### src/rtl/fetch_decode_reg.sv
// IF/ID pipeline register: captures Fetch fields, holds on stall, inserts NOP bubbles on flush.
// Optional performance counters (StallCount, BubbleCount) enabled by defining IFID_PERF_EN.
module fetch_decode_reg #(
  parameter int unsigned FlushDepth = 1,
  parameter logic [5:0]  NopOpCode  = 6'h00,
  parameter logic [5:0]  NopFunct   = 6'h15
) (
  input  logic        clk,
  input  logic        reset,
  input  logic        stall,
  input  logic        flush,
  input  logic [5:0]  InOpCode,
  input  logic [5:0]  InFunction,
  input  logic [31:0] InPCPlusFour,
  input  logic [4:0]  InRs1,
  input  logic [4:0]  InRs2,
  input  logic [4:0]  InRd,
  input  logic [15:0] InImmediate,
  output logic [5:0]  OpCode,
  output logic [5:0]  Function,
  output logic [31:0] PCPlusFour,
  output logic [4:0]  Rs1,
  output logic [4:0]  Rs2,
  output logic [4:0]  Rd,
  output logic [15:0] Immediate,
  output logic        Valid
`ifdef IFID_PERF_EN
  ,
  output logic [31:0] StallCount,
  output logic [31:0] BubbleCount
`endif
);

  typedef enum logic [1:0] {StFill, StRun, StHold, StSquash} state_e;

  localparam logic [1:0] BCntInit = 2'(FlushDepth - 1);

  state_e      state_q, state_d;
  logic [1:0]  bcnt_q, bcnt_d;
  logic [5:0]  op_q, op_d, fn_q, fn_d;
  logic [31:0] pc_q, pc_d;
  logic [4:0]  rs1_q, rs1_d, rs2_q, rs2_d, rd_q, rd_d;
  logic [15:0] imm_q, imm_d;
  logic        valid_q, valid_d;
  logic        do_load, do_bubble;

  // Decide the slot action and next state; holding is the default.
  always_comb begin
    state_d   = state_q;
    bcnt_d    = bcnt_q;
    do_load   = 1'b0;
    do_bubble = 1'b0;
    if (flush) begin
      do_bubble = 1'b1;
      bcnt_d    = BCntInit;
      state_d   = (BCntInit == 2'd0) ? StRun : StSquash;
    end else begin
      unique case (state_q)
        StFill, StHold: begin
          if (!stall) begin
            do_load = 1'b1;
            state_d = StRun;
          end
        end
        StRun: begin
          if (stall) begin
            state_d = StHold;
          end else begin
            do_load = 1'b1;
          end
        end
        StSquash: begin
          if (!stall) begin
            if (bcnt_q == 2'd0) begin
              do_load = 1'b1;
              state_d = StRun;
            end else begin
              do_bubble = 1'b1;
              bcnt_d    = bcnt_q - 2'd1;
              if (bcnt_q == 2'd1) state_d = StRun;
            end
          end
        end
        default: state_d = StFill;
      endcase
    end
  end

  always_comb begin
    op_d    = op_q;
    fn_d    = fn_q;
    pc_d    = pc_q;
    rs1_d   = rs1_q;
    rs2_d   = rs2_q;
    rd_d    = rd_q;
    imm_d   = imm_q;
    valid_d = valid_q;
    if (do_bubble) begin
      // A bubble keeps the squashed instruction's PC+4 for debug traceability.
      op_d    = NopOpCode;
      fn_d    = NopFunct;
      pc_d    = InPCPlusFour;
      rs1_d   = '0;
      rs2_d   = '0;
      rd_d    = '0;
      imm_d   = '0;
      valid_d = 1'b0;
    end else if (do_load) begin
      op_d    = InOpCode;
      fn_d    = InFunction;
      pc_d    = InPCPlusFour;
      rs1_d   = InRs1;
      rs2_d   = InRs2;
      rd_d    = InRd;
      imm_d   = InImmediate;
      valid_d = 1'b1;
    end
  end

  always_ff @(posedge clk or posedge reset) begin
    if (reset) begin
      state_q <= StFill;
      bcnt_q  <= 2'd0;
      op_q    <= NopOpCode;
      fn_q    <= NopFunct;
      pc_q    <= '0;
      rs1_q   <= '0;
      rs2_q   <= '0;
      rd_q    <= '0;
      imm_q   <= '0;
      valid_q <= 1'b0;
    end else begin
      state_q <= state_d;
      bcnt_q  <= bcnt_d;
      op_q    <= op_d;
      fn_q    <= fn_d;
      pc_q    <= pc_d;
      rs1_q   <= rs1_d;
      rs2_q   <= rs2_d;
      rd_q    <= rd_d;
      imm_q   <= imm_d;
      valid_q <= valid_d;
    end
  end

  assign OpCode     = op_q;
  assign Function   = fn_q;
  assign PCPlusFour = pc_q;
  assign Rs1        = rs1_q;
  assign Rs2        = rs2_q;
  assign Rd         = rd_q;
  assign Immediate  = imm_q;
  assign Valid      = valid_q;

`ifdef IFID_PERF_EN
  logic [31:0] stall_cnt_q, bubble_cnt_q;

  always_ff @(posedge clk or posedge reset) begin
    if (reset) begin
      stall_cnt_q  <= '0;
      bubble_cnt_q <= '0;
    end else begin
      if (stall && !flush) stall_cnt_q <= stall_cnt_q + 32'd1;
      if (do_bubble)       bubble_cnt_q <= bubble_cnt_q + 32'd1;
    end
  end

  assign StallCount  = stall_cnt_q;
  assign BubbleCount = bubble_cnt_q;
`endif

endmodule

### config.mk
export PLATFORM = sky130hd
export DESIGN_NAME = fetch_decode_reg
export DESIGN_NICKNAME = d
export VERILOG_FILES = /design/src/rtl/fetch_decode_reg.sv
export SDC_FILE = /design/constraint.sdc
export NUM_CORES = 1
export LEC_CHECK = 0
export BUFFER_PORTS_ARGS = -buffer_cell sky130_fd_sc_hd__buf_2
export CORE_MARGIN = 5
export CORE_UTILIZATION = 45
export CTS_BUF_LIST = sky130_fd_sc_hd__clkbuf_4 sky130_fd_sc_hd__clkbuf_8
export CTS_CLUSTER_DIAMETER = 120
export CTS_CLUSTER_SIZE = 30
export DETAILED_ROUTE_END_ITERATION = 8
export HOLD_SLACK_MARGIN = 0.08
export PLACE_DENSITY = 0.78
export RECOVER_POWER = 100
export SLEW_MARGIN = 20
export SYNTH_ARGS = -nofsm -noshare
export SYNTH_HDL_FRONTEND = slang
export SYNTH_SLANG_ARGS = --single-unit
### constraint.sdc
create_clock -name clk -period 3.9 [get_ports clk]
set_input_delay 0.78 -clock clk [delete_from_list [all_inputs] [get_ports clk]]
set_output_delay 0.78 -clock clk [all_outputs]
set_load 0.005 [all_outputs]
-- Word-level counts from Yosys, hierarchy flattened
Cells that the tools add are included.
- register bits: 80
- input port bits: 79
- output and inout bits: 76
- logic and storage cells: 65
- add/sub/neg operators: 1
- equal/unequal tests: 10
- mux-type cells: 36
- reductions and logical operators: 8
- operators with widths (cell ; number):
    32-bit two-way mux ; 2
    16-bit two-way mux ; 2
    5-bit two-way mux ; 6
    6-bit two-way mux ; 4
    2-bit two-way mux ; 10
    1-bit two-way mux ; 10
    3-bit != test, second input constant ; 3
    2-bit one-hot mux with 3 select lines ; 1
    2-bit by 1-bit equality test with 1-bit output, second input constant ; 2
    2-bit equality test, second input constant ; 2
    2-bit zero test ; 2
    4-bit != test, second input constant ; 1
    4-bit AND reduction ; 1
    2-bit nonzero test ; 2
    3-bit AND reduction ; 1
    3-bit OR reduction ; 1
    2-bit by 1-bit != test with 1-bit output, second input constant ; 1
    2-bit != test, second input constant ; 1
    1-bit one-hot mux with 2 select lines ; 1
    2-bit OR reduction ; 1
    2-bit by 1-bit subtractor with 2-bit output, second input constant ; 1

-- Logic depth before layout (Yosys ltp)
Gate-level depths: netlist (run 1).
- depth in word-level cells: 7
- depth in mapped cells: 5
- mapped depth without buffers: 4

-- Worst setup path after synthesis (run 1)
Ideal clock, no wire load.
- kind: input to register
- from: input flush
- to: register pc_q[10], in the netlist PCPlusFour[10]
- library setup time: 0.125 ns
- arrival: 1.494 ns
- required time: 3.775 ns
- setup slack: 2.281 ns
- cell stages on the path: 4
- path buffers: 2
- cell sequence: nand2b_1 buf_4 buf_6 mux2_4
- cells in the longest elaborated chain, start to end: 2
- elaborated cells between the ends (all ways): 4
- classes of those cells: 3 x mux; 1 x reduce/logical
- ends and longest elaborated chain (element ; line ; text):
    from (decl) ; 11 ; input logic flush,
    1-bit two-way mux ; 53 ; if (flush) begin
    32-bit two-way mux / 2-bit nonzero test (equally long branches) ; - ;
    to (signal assigned) ; 137 ; pc_q <= pc_d;
    to (decl) ; 41 ; logic [31:0] pc_q, pc_d;
Parallel ways exist; a longest one is shown, timed or not.
A chain may end at the register's enable or synchronous reset.

==> metrics.txt, run 1 <==
Num CTS Buffers=9; drt pass-1 iters=4; post-synthesis mux area share=15.3%; synth top area cells=dfrtp_1 61%, mux2_4 13%, a32o_1 13%; Post-Synthesis Cells=199; syn_area_per_cell=15.9 um2; H-tree Lvls=3; DR DRC count=0; Setup TNS Final=0 ps; fin crit share=60.9%; vias in the first global route=2,312; Longest Clk Path Bufs=2; Via-to-Cell Ratio=5.13; largest net degree at the start of global routing=63; Starting Density=46.4%; Crit Path Class=input pin to async pin; row cnt=30; leakage power=0.00191 uW; hold buffer count at CTS=0; fin crit period=2380 ps; Startpoint Class=input pin; Setup Skew=7.55 ps; clk sinks=80; XOR/XNOR share of the synthesized area=0%; max capacitance violation total=2; Post-Syn Area=3170 um2; Synth top cells by count=77 x dfrtp_1, 40 x a32o_1, 27 x mux2_4; Power, Total=1830 uW; routed len/inst=16.6 um; first-pass GRT wire length=11,500 um; fraction of layout cells with a size suffix above 1=39.4%; worst-margin pin slew=2660 ps; Slew Viols, Final=105; Final WS setup=1520 ps; CP Data Required Time=4420 ps; clk_lat worst skew=340 ps; critical path peak fanout=62; failing checks=max-capacitance violations, max-slew violations; CORE AREA=6830 um2; Post-DP HPWL=5380 um; Seq/Total Area, Yosys=63.3%; I/O pin count=155; RSZ-0062 raised after global routing=no; CTS tree=built; vias=2,303; drt total wl=7460 um; post-synthesis compound-gate area fraction=13.8%; drt initial violations=80; Worst Path Arrival=2900 ps; Root Buffer=clkbuf_8; ANT nets after route=0; Synth top area share=60.8%; PD cells=448 nW/um2; Fin. Hold Viols=0; port bufs=154; count leader, synth=dfrtp_1; gr usage total=16.7%; HP Class=flop to flop; Peak supply drop=0.000229 V; Distinct cells, synth=23; Synthesis Warnings=0; DIE WIDTH=93.9 um; Main synth FF type=dfrtp_1; post_cts resized=0; Die ar.=8820 um2; Antenna diodes=0; Post-Synth Simple-Gate Area=3.20%; Max Fclk=421 MHz; CP peak stage delay=1500 ps; Die Y-Extent=93.9 um; flops & latches, synth=80; Slew HR=-78.0%; worst slack, placed=1360 ps; largest family of logic cells by synthesized area=multiplexers; status=complete, but fails checks; GPL Wtd Cong=0.730; Slowest cell on crit path=clkinvlp_2; Clock Pin Slew Worst Setup and Hold Paths=90 ps; fin util=59.7%; final net count=429; GRT Residual Overflow=0; Setup crit end kind=async pin; Mapped Nets=280; worst-path cell chain=buf_2 -> clkinvlp_2 -> buf_4; Adder-Cell Fraction of Synth Area=0.789%; Layout area overhead=28.5%; Post-synth ARST share=100%; area leader, netlist=dfrtp_1; number of antenna violations at the first check in global routing=0; number of synthesized flops with an enable pin=0; Setup violations, final=0; Post CTS Setup Buffer Count=0
cell type report:
type / count / area (um2)
fillers: 604 / 2760
flip-flops and latches: 80 / 2010
multi-input cells: 98 / 963
repair buffers: 156 / 729
clock buffers: 9 / 124
clock inverters: 7 / 120
well taps: 96 / 120
inverters: 3 / 12.5
per-layer routing:
metal,vias to the layer above,part of all wire [%],global-route usage [%]
li1,1060,-,-
met1,1119,43,22.0
met2,115,46,26.3
met3,9,9.7,5.85
met4,0,1.2,4.69
met5,-,0,0
critical path, delay by kind of cell:
| kind | cells | cell delay (ps) |
|---|---|---|
| buffers and inverters | 3 | 2080 |
logic make-up (layout without fill, tap and decap cells):
logic type / after synthesis / in the layout
adders and majority gates: 2 / 2
AOI/OAI and AO/OA: 45 / 45
and+or+nand+nor: 17 / 17
buffers and inverters: 21 / 175
DFF: 80 / 80
muxes: 34 / 34
report_power, final:
group          switching [uW]  internal, uW
clock network             295           426
registers                29.5           885
logic                    93.7          97.7
per-stage QoR:
step,instance area (um2),std cells,hold WS [ps]
floorplan,3170,199,487
global placement,3990,433,469
detailed placement,3990,433,476
CTS,4230,449,495
global route,4080,449,507
finish,4080,449,491
path summary, 6_finish.rpt:
| path | slack [ps] | startpoint | cells past startpoint | endpoint |
|---|---|---|---|---|
| max in group clk | 1570 | flush | 3 | state_q[0] |
| max reg2reg | 2060 | bcnt_q[0] | 5 | Immediate[0] |
| max | 1520 | reset | 3 | OpCode[3] |
| min | 490 | Immediate[10] | 1 | Immediate[10] |
| min in group asynchronous | 1180 | reset | 2 | PCPlusFour[24] |
| min reg2reg | 490 | Immediate[10] | 1 | Immediate[10] |
flip-flops by register name (all words and copies together) (netlist names):
name        flops
Rs2             5
Immediate      16
bcnt_q          2
Rs1             5
Function        6
state_q         2
Valid           1
PCPlusFour     32
OpCode          6
Rd              5
cells in the final DEF, fill, tap and decap left out, types with 3 or more instances in the layout:
master,Yosys,final
a2bb2oi_1,3,3
a32o_1,40,40
buf_2,9,109
bufinv_16,0,3
clkbuf_1,4,44
clkbuf_8,0,9
dfrtp_1,77,77
mux2_1,0,27
mux2_2,7,7
nor2b_1,4,3
nor3_1,4,4
Power figures use the tool's default switching activity.
==> run 2, diff against run 1 <==
--- a/config.mk
+++ b/config.mk
@@ -7,7 +7,7 @@
 export LEC_CHECK = 0
 export BUFFER_PORTS_ARGS = -buffer_cell sky130_fd_sc_hd__buf_2
 export CORE_MARGIN = 5
-export CORE_UTILIZATION = 45
+export CORE_UTILIZATION = 43
 export CTS_BUF_LIST = sky130_fd_sc_hd__clkbuf_4 sky130_fd_sc_hd__clkbuf_8
 export CTS_CLUSTER_DIAMETER = 120
 export CTS_CLUSTER_SIZE = 30
==> constraint.sdc (replaced) <==
create_clock -name clk -period 2.1 [get_ports clk]
set_input_delay 0.42 -clock clk [delete_from_list [all_inputs] [get_ports clk]]
set_output_delay 0.42 -clock clk [all_outputs]
set_load 0.005 [all_outputs]
==> run 2 against run 1 <==
Compared with the run above:
- the run now ends clean
- largest cell class unchanged
- sequential share of layout area up 0.061 points
- global-route usage down 0.50 points
- core utilization down 3.2 points
- clock skew up 4.5 ps
- sequential power up 86%
- first-iteration DRC count up 11%
- sequential cell count unchanged
- combinational power up 94%
==> metrics.txt, run 2 (synthesis results as in run 1) <==
Setup TNS Final=0 ps (unchanged); leakage power=0.00193 uW (was 0.00191 uW); Antenna diodes=0 (unchanged); final net count=435 (was 429); Slew HR=26.3% (was -78.0%); first-pass GRT wire length=11,500 um (about the same); Startpoint Class=input pin (unchanged); RSZ-0062 raised after global routing=no (unchanged); worst slack, placed=386 ps (was 1360 ps); Crit Path Class=input pin to flop (was input pin to async pin); Peak supply drop=0.000376 V (was 0.000229 V); Root Buffer=clkbuf_8 (unchanged); Clock Pin Slew Worst Setup and Hold Paths=80 ps (was 90 ps); Hold WS=293 ps (was 491 ps); Setup Skew=12.0 ps (was 7.55 ps); gr usage total=16.2% (was 16.7%); largest net degree at the start of global routing=81 (was 63); number of antenna violations at the first check in global routing=0 (unchanged); fin crit share=79.0%; Slew Viols, Final=0 (was 105); HP Class=input pin to flop (was flop to flop); Die Y-Extent=95.9 um (was 93.9 um); Num CTS Buffers=9 (unchanged); routed len/inst=16.4 um (was 16.6 um); Post-DP HPWL=5430 um (was 5380 um); most frequent cells in the layout=110 x buf_2, 77 x dfrtp_1, 47 x clkbuf_1 (was 109 x buf_2, 77 x dfrtp_1, 44 x clkbuf_1); Worst Path Arrival=1930 ps (was 2900 ps); critical path peak fanout=31 (was 62); placed cells=442 (was 433); Via-to-Cell Ratio=5.08 (was 5.13); DIE WIDTH=95.9 um (was 93.9 um); CORE AREA=7210 um2 (was 6830 um2); Fin. Hold Viols=0 (unchanged); drt pass-1 iters=4 (unchanged); GRT Residual Overflow=0 (unchanged); clk sinks=80 (unchanged); fraction of layout cells with a size suffix above 1=40.9% (was 39.4%); fin crit period=1660 ps; drt total wl=7530 um (was 7460 um); PD cells=746 nW/um2 (was 448 nW/um2); clk_lat worst skew=340 ps (about the same); post_cts resized=0 (unchanged); CP Data Required Time=2370 ps (was 4420 ps); max reg flops=32 (unchanged); Post-Layout Cell Count=458 (was 449); CTS tree=built (unchanged); drt initial violations=89 (was 80); Longest Clk Path Bufs=2 (unchanged); most common cell after layout, fill and taps aside=buf_2 (unchanged); Setup violations, final=0 (unchanged); worst-margin pin slew=1100 ps (was 2660 ps); Setup crit end kind=flop (was async pin); fillers=658 (was 604); Starting Density=43.9% (was 46.4%); port bufs=154 (unchanged); ANT nets after route=0 (unchanged); max capacitance violation total=0 (was 2); Die ar.=9190 um2 (was 8820 um2); GPL Wtd Cong=0.738 (was 0.730); vias in the first global route=2,388 (was 2,312); H-tree Lvls=3 (unchanged); Power, Total=3040 uW (was 1830 uW); I/O pin count=155 (unchanged); vias=2,325 (was 2,303); Post CTS Setup Buffer Count=0 (unchanged); Max Fclk=603 MHz; row cnt=31 (was 30); Final WS setup=441 ps (was 1520 ps); DR DRC count=0 (unchanged); Layout area overhead=28.4% (was 28.5%); status=completed (was complete, but fails checks); hold buffer count at CTS=0 (unchanged)
run 2: changes by cell type in the layout (fill, tap and decap cells not counted), sizes merged:
cell | before | now
buf | 112 | 114
bufinv | 3 | 0
clkbuf | 53 | 58
clkinv | 3 | 5
run 2: per-layer routing:
layer | wire, um | vias to the layer above | global-route usage (%)
li1 | - | 1068 | -
met1 | 3080 | 1149 | 19.7
met2 | 3630 | 101 | 26.2
met3 | 744 | 7 | 5.79
met4 | 80 | 0 | 6.52
met5 | 0 | - | 0
run 2: final cells by class:
class                   instances  area (um2)  share of cell area, %
well taps                      99         124                   3.04
flip-flops and latches         80        2010                   49.3
clock buffers                  10         131                   3.23
multi-input cells              98         968                   23.8
clock inverters                 6        36.3                  0.891
inverters                       3        15.0                  0.369
repair buffers                162         790                   19.4
run 2: through the flow:
| step | utilization [%] | cell area (um2) |
|---|---|---|
| 6_report | 56.4 | 4070 |
| 5_1_grt | 56.4 | 4070 |
| 4_1_cts | 58.8 | 4250 |
| 3_5_place_dp | 56.5 | 4080 |
| 3_3_place_gp | 56.5 | 4080 |
| 2_1_floorplan | - | 3170 |
run 2: where the power goes:
group / switching [uW] / internal [uW]
sequential: 55.3 / 1640
combinational: 177 / 194
clock: 531 / 436
run 2: worst max-delay path, cell delays in order:
cell and delay (ps):
buf_2 180, nor2b_1 890, buf_12 270, a32o_1 150
run 2: worst paths after layout:
path	cells after the start	from	slack, ps	to
max	4	stall	440	OpCode[5]
min	2	InPCPlusFour[24]	290	PCPlusFour[24]
max reg2reg	5	bcnt_q[0]	600	Immediate[6]
min reg2reg	1	PCPlusFour[3]	490	PCPlusFour[3]
max in group asynchronous	3	reset	950	PCPlusFour[18]
min in group asynchronous	3	reset	450	PCPlusFour[31]
==> run 3, diff against run 2 <==
==> constraint.sdc (replaced) <==
create_clock -name clk -period 1.4 [get_ports clk]
set_input_delay 0.28 -clock clk [delete_from_list [all_inputs] [get_ports clk]]
set_output_delay 0.28 -clock clk [all_outputs]
set_load 0.005 [all_outputs]
==> run 3 against run 2 <==
Compared with the run above:
- the flow now finishes with violations (negative setup slack)
- first-iteration DRC count shrank 40%
- sequential share of layout area shrank 1.7 points
- final cell count grew 1.1%
- non-clock buffer count grew 6
- wire length shrank 0.12%
- final area grew 3.5%
- power grew 60%
- worst setup slack lost 440 ps
- critical path type unchanged
- largest power group unchanged
- highest routed layer unchanged
==> metrics.txt, run 3 (synthesis results as in run 1) <==
Num CTS Buffers=9 (unchanged); Worst Path Arrival=1620 ps (was 1930 ps); ANT nets after route=0 (unchanged); clock network power share=35.2% (was 31.8%); H-tree Lvls=3 (unchanged); Slew Viols, Final=0 (unchanged); clk_lat worst skew=340 ps (about the same); Clock Pin Slew Worst Setup and Hold Paths=80 ps (about the same); largest net degree at the start of global routing=64 (was 81); gr busiest metal=met2 (unchanged); Final WS setup=-1.31 ps (was 441 ps); Setup TNS Final=-1.31 ps (was 0 ps); port bufs=154 (unchanged); Starting Density=43.9% (unchanged); Slew HR=38.4% (was 26.3%); cell family with most CP delay=buffers and inverters (was simple AND/OR/NAND/NOR gates); Post-DP HPWL=5430 um (about the same); Sw Ratio=22.8% (was 25.1%); DR DRC count=0 (unchanged); GRT Residual Overflow=0 (unchanged); Via-to-Cell Ratio=5.17 (was 5.08); CP peak stage delay=660 ps (was 890 ps); status=complete, but fails checks (was completed); critical path peak fanout=27 (was 31); Longest Clk Path Bufs=2 (unchanged); met2 global-route usage=25.9% (was 26.2%); Setup crit end kind=flop (unchanged); Comb power frac=12.3% (was 12.2%); drt initial violations=53 (was 89); Power, Total=4860 uW (was 3040 uW); row cnt=31 (unchanged); number of antenna violations at the first check in global routing=0 (unchanged); routed len/inst=16.2 um (was 16.4 um); worst-margin pin slew=922 ps (was 1100 ps); fin crit share=100%; Setup Skew=6.75 ps (was 12.0 ps); vias in the first global route=2,443 (was 2,388); CP Data Required Time=1620 ps (was 2370 ps); area occupied by multi-input gates=1030 um2 (was 968 um2); Peak supply drop=0.000626 V (was 0.000376 V); PD cells=1150 nW/um2 (was 746 nW/um2); Root Buffer=clkbuf_8 (unchanged); I/O pin count=155 (unchanged); Int Pwr=3750 uW (was 2270 uW); final net count=441 (was 435); fin crit period=1400 ps; CTS tree=built (unchanged); first-pass GRT wire length=11,700 um (was 11,500 um); vias=2,392 (was 2,325); Crit Path Class=input pin to flop (unchanged); fillers=645 (was 658); max capacitance violation total=0 (unchanged); drt total wl=7520 um (was 7530 um); max reg flops=32 (unchanged); worst path buffer plus inverter count=2 (unchanged); Layout area overhead=32.9% (was 28.4%); clk sinks=80 (unchanged); most common cell after layout, fill and taps aside=buf_2 (unchanged); register area=2010 um2 (unchanged); P_sw=1110 uW (was 763 uW); gr usage total=16.7% (was 16.2%); Post-Layout Cell Count=463 (was 458); CORE AREA=7210 um2 (unchanged); HP Class=input pin to flop (unchanged); RSZ-0062 raised after global routing=yes (was no); Reg power frac=52.5% (was 56.0%); fraction of layout cells with a size suffix above 1=45.9% (was 40.9%); Die ar.=9190 um2 (unchanged); Startpoint Class=input pin (unchanged); Max Fclk=714 MHz; most frequent cells in the layout=109 x buf_2, 77 x dfrtp_1, 45 x clkbuf_1 (was 110 x buf_2, 77 x dfrtp_1, 47 x clkbuf_1); DIE WIDTH=95.9 um (unchanged); failing checks=negative setup slack; grt met3 use=5.86% (was 5.79%); worst-path cell chain=buf_2 -> nand2b_2 -> clkbuf_2 -> mux2_2 (was buf_2 -> nor2b_1 -> buf_12 -> a32o_1); GPL Wtd Cong=0.730 (was 0.738); global routing usage on met1=20.9% (was 19.7%); drt pass-1 iters=4 (unchanged); Antenna diodes=0 (unchanged); Setup violations, final=1 (was 0); Die Y-Extent=95.9 um (unchanged); Slowest cell on crit path=clkbuf_2 (was nor2b_1); Fin. Hold Viols=0 (unchanged); placed cells=446 (was 442); leakage power=0.00205 uW (was 0.00193 uW)
run 3: cell types whose count changed in the layout (fill, tap and decap cells not counted), sizes merged:
| cell | delta |
|---|---|
| bufinv | +1 |
| buf | +6 |
| clkinv | -3 |
| clkinvlp | -1 |
| clkbuf | +1 |
| dlygate4sd3 | +1 |
run 3: worst paths after layout:
path / end / slack [ps] / startpoint / cells after the start
setup / recovery: PCPlusFour[27] / -1 / flush / 4
hold / removal: PCPlusFour[22] / 160 / InPCPlusFour[22] / 2
setup reg to reg: bcnt_q[0] / 40 / bcnt_q[0] / 4
hold reg to reg: PCPlusFour[5] / 490 / PCPlusFour[5] / 1
max in group asynchronous: Immediate[5] / 310 / reset / 4
min in group asynchronous: PCPlusFour[23] / 630 / reset / 4
run 3: timing repair:
action | in CTS | in global routing
setup buffers | 0 | 1
gates resized for setup | 2 | 0
endpoints found under the hold margin | 77 | 0
hold buffers | 1 | 0
pin swaps | 1 | 1
setup endpoints to repair | 33 | 42
run 3: metrics by stage:
| step | setup WS [ps] | cell area (um2) | hold WS (ps) | util, % |
|---|---|---|---|---|
| 5_1_grt | -43.1 | 4210 | 141 | 58.4 |
| 6_report | -1.31 | 4210 | 156 | 58.4 |
| 4_1_cts | 29.2 | 4330 | 147 | 60.0 |
| 2_1_floorplan | 2.34 | 3190 | 428 | - |
| 3_5_place_dp | -116 | 4110 | 370 | 56.9 |
| 3_3_place_gp | -77.5 | 4110 | 368 | 56.9 |
run 3: cell type report:
class | count | area share, %
clock buffers | 12 | 3.92
flip-flops and latches | 80 | 47.6
repair buffers | 168 | 19.8
inverters | 3 | 0.297
clock inverters | 3 | 0.950
multi-input cells | 98 | 24.5
well taps | 99 | 2.94
run 3: layer usage:
| metal | part of all wire [%] | wire length (um) |
|---|---|---|
| met1 | 41 | 3060 |
| met2 | 48 | 3570 |
| met3 | 9.6 | 720 |
| met4 | 2.1 | 161 |
| met5 | 0 | 0 |
run 3: power by group through the flow:
| stage | combinational (uW) | sequential (uW) | clock [uW] |
|---|---|---|---|
| 2_1_floorplan | 305 | 2600 | 0 |
| 3_3_place_gp | 646 | 2580 | 0 |
| 3_5_place_dp | 666 | 2590 | 0 |
| 4_1_cts | 668 | 2550 | 1780 |
| 5_1_grt | 665 | 2570 | 1880 |
| 6_report | 598 | 2550 | 1710 |
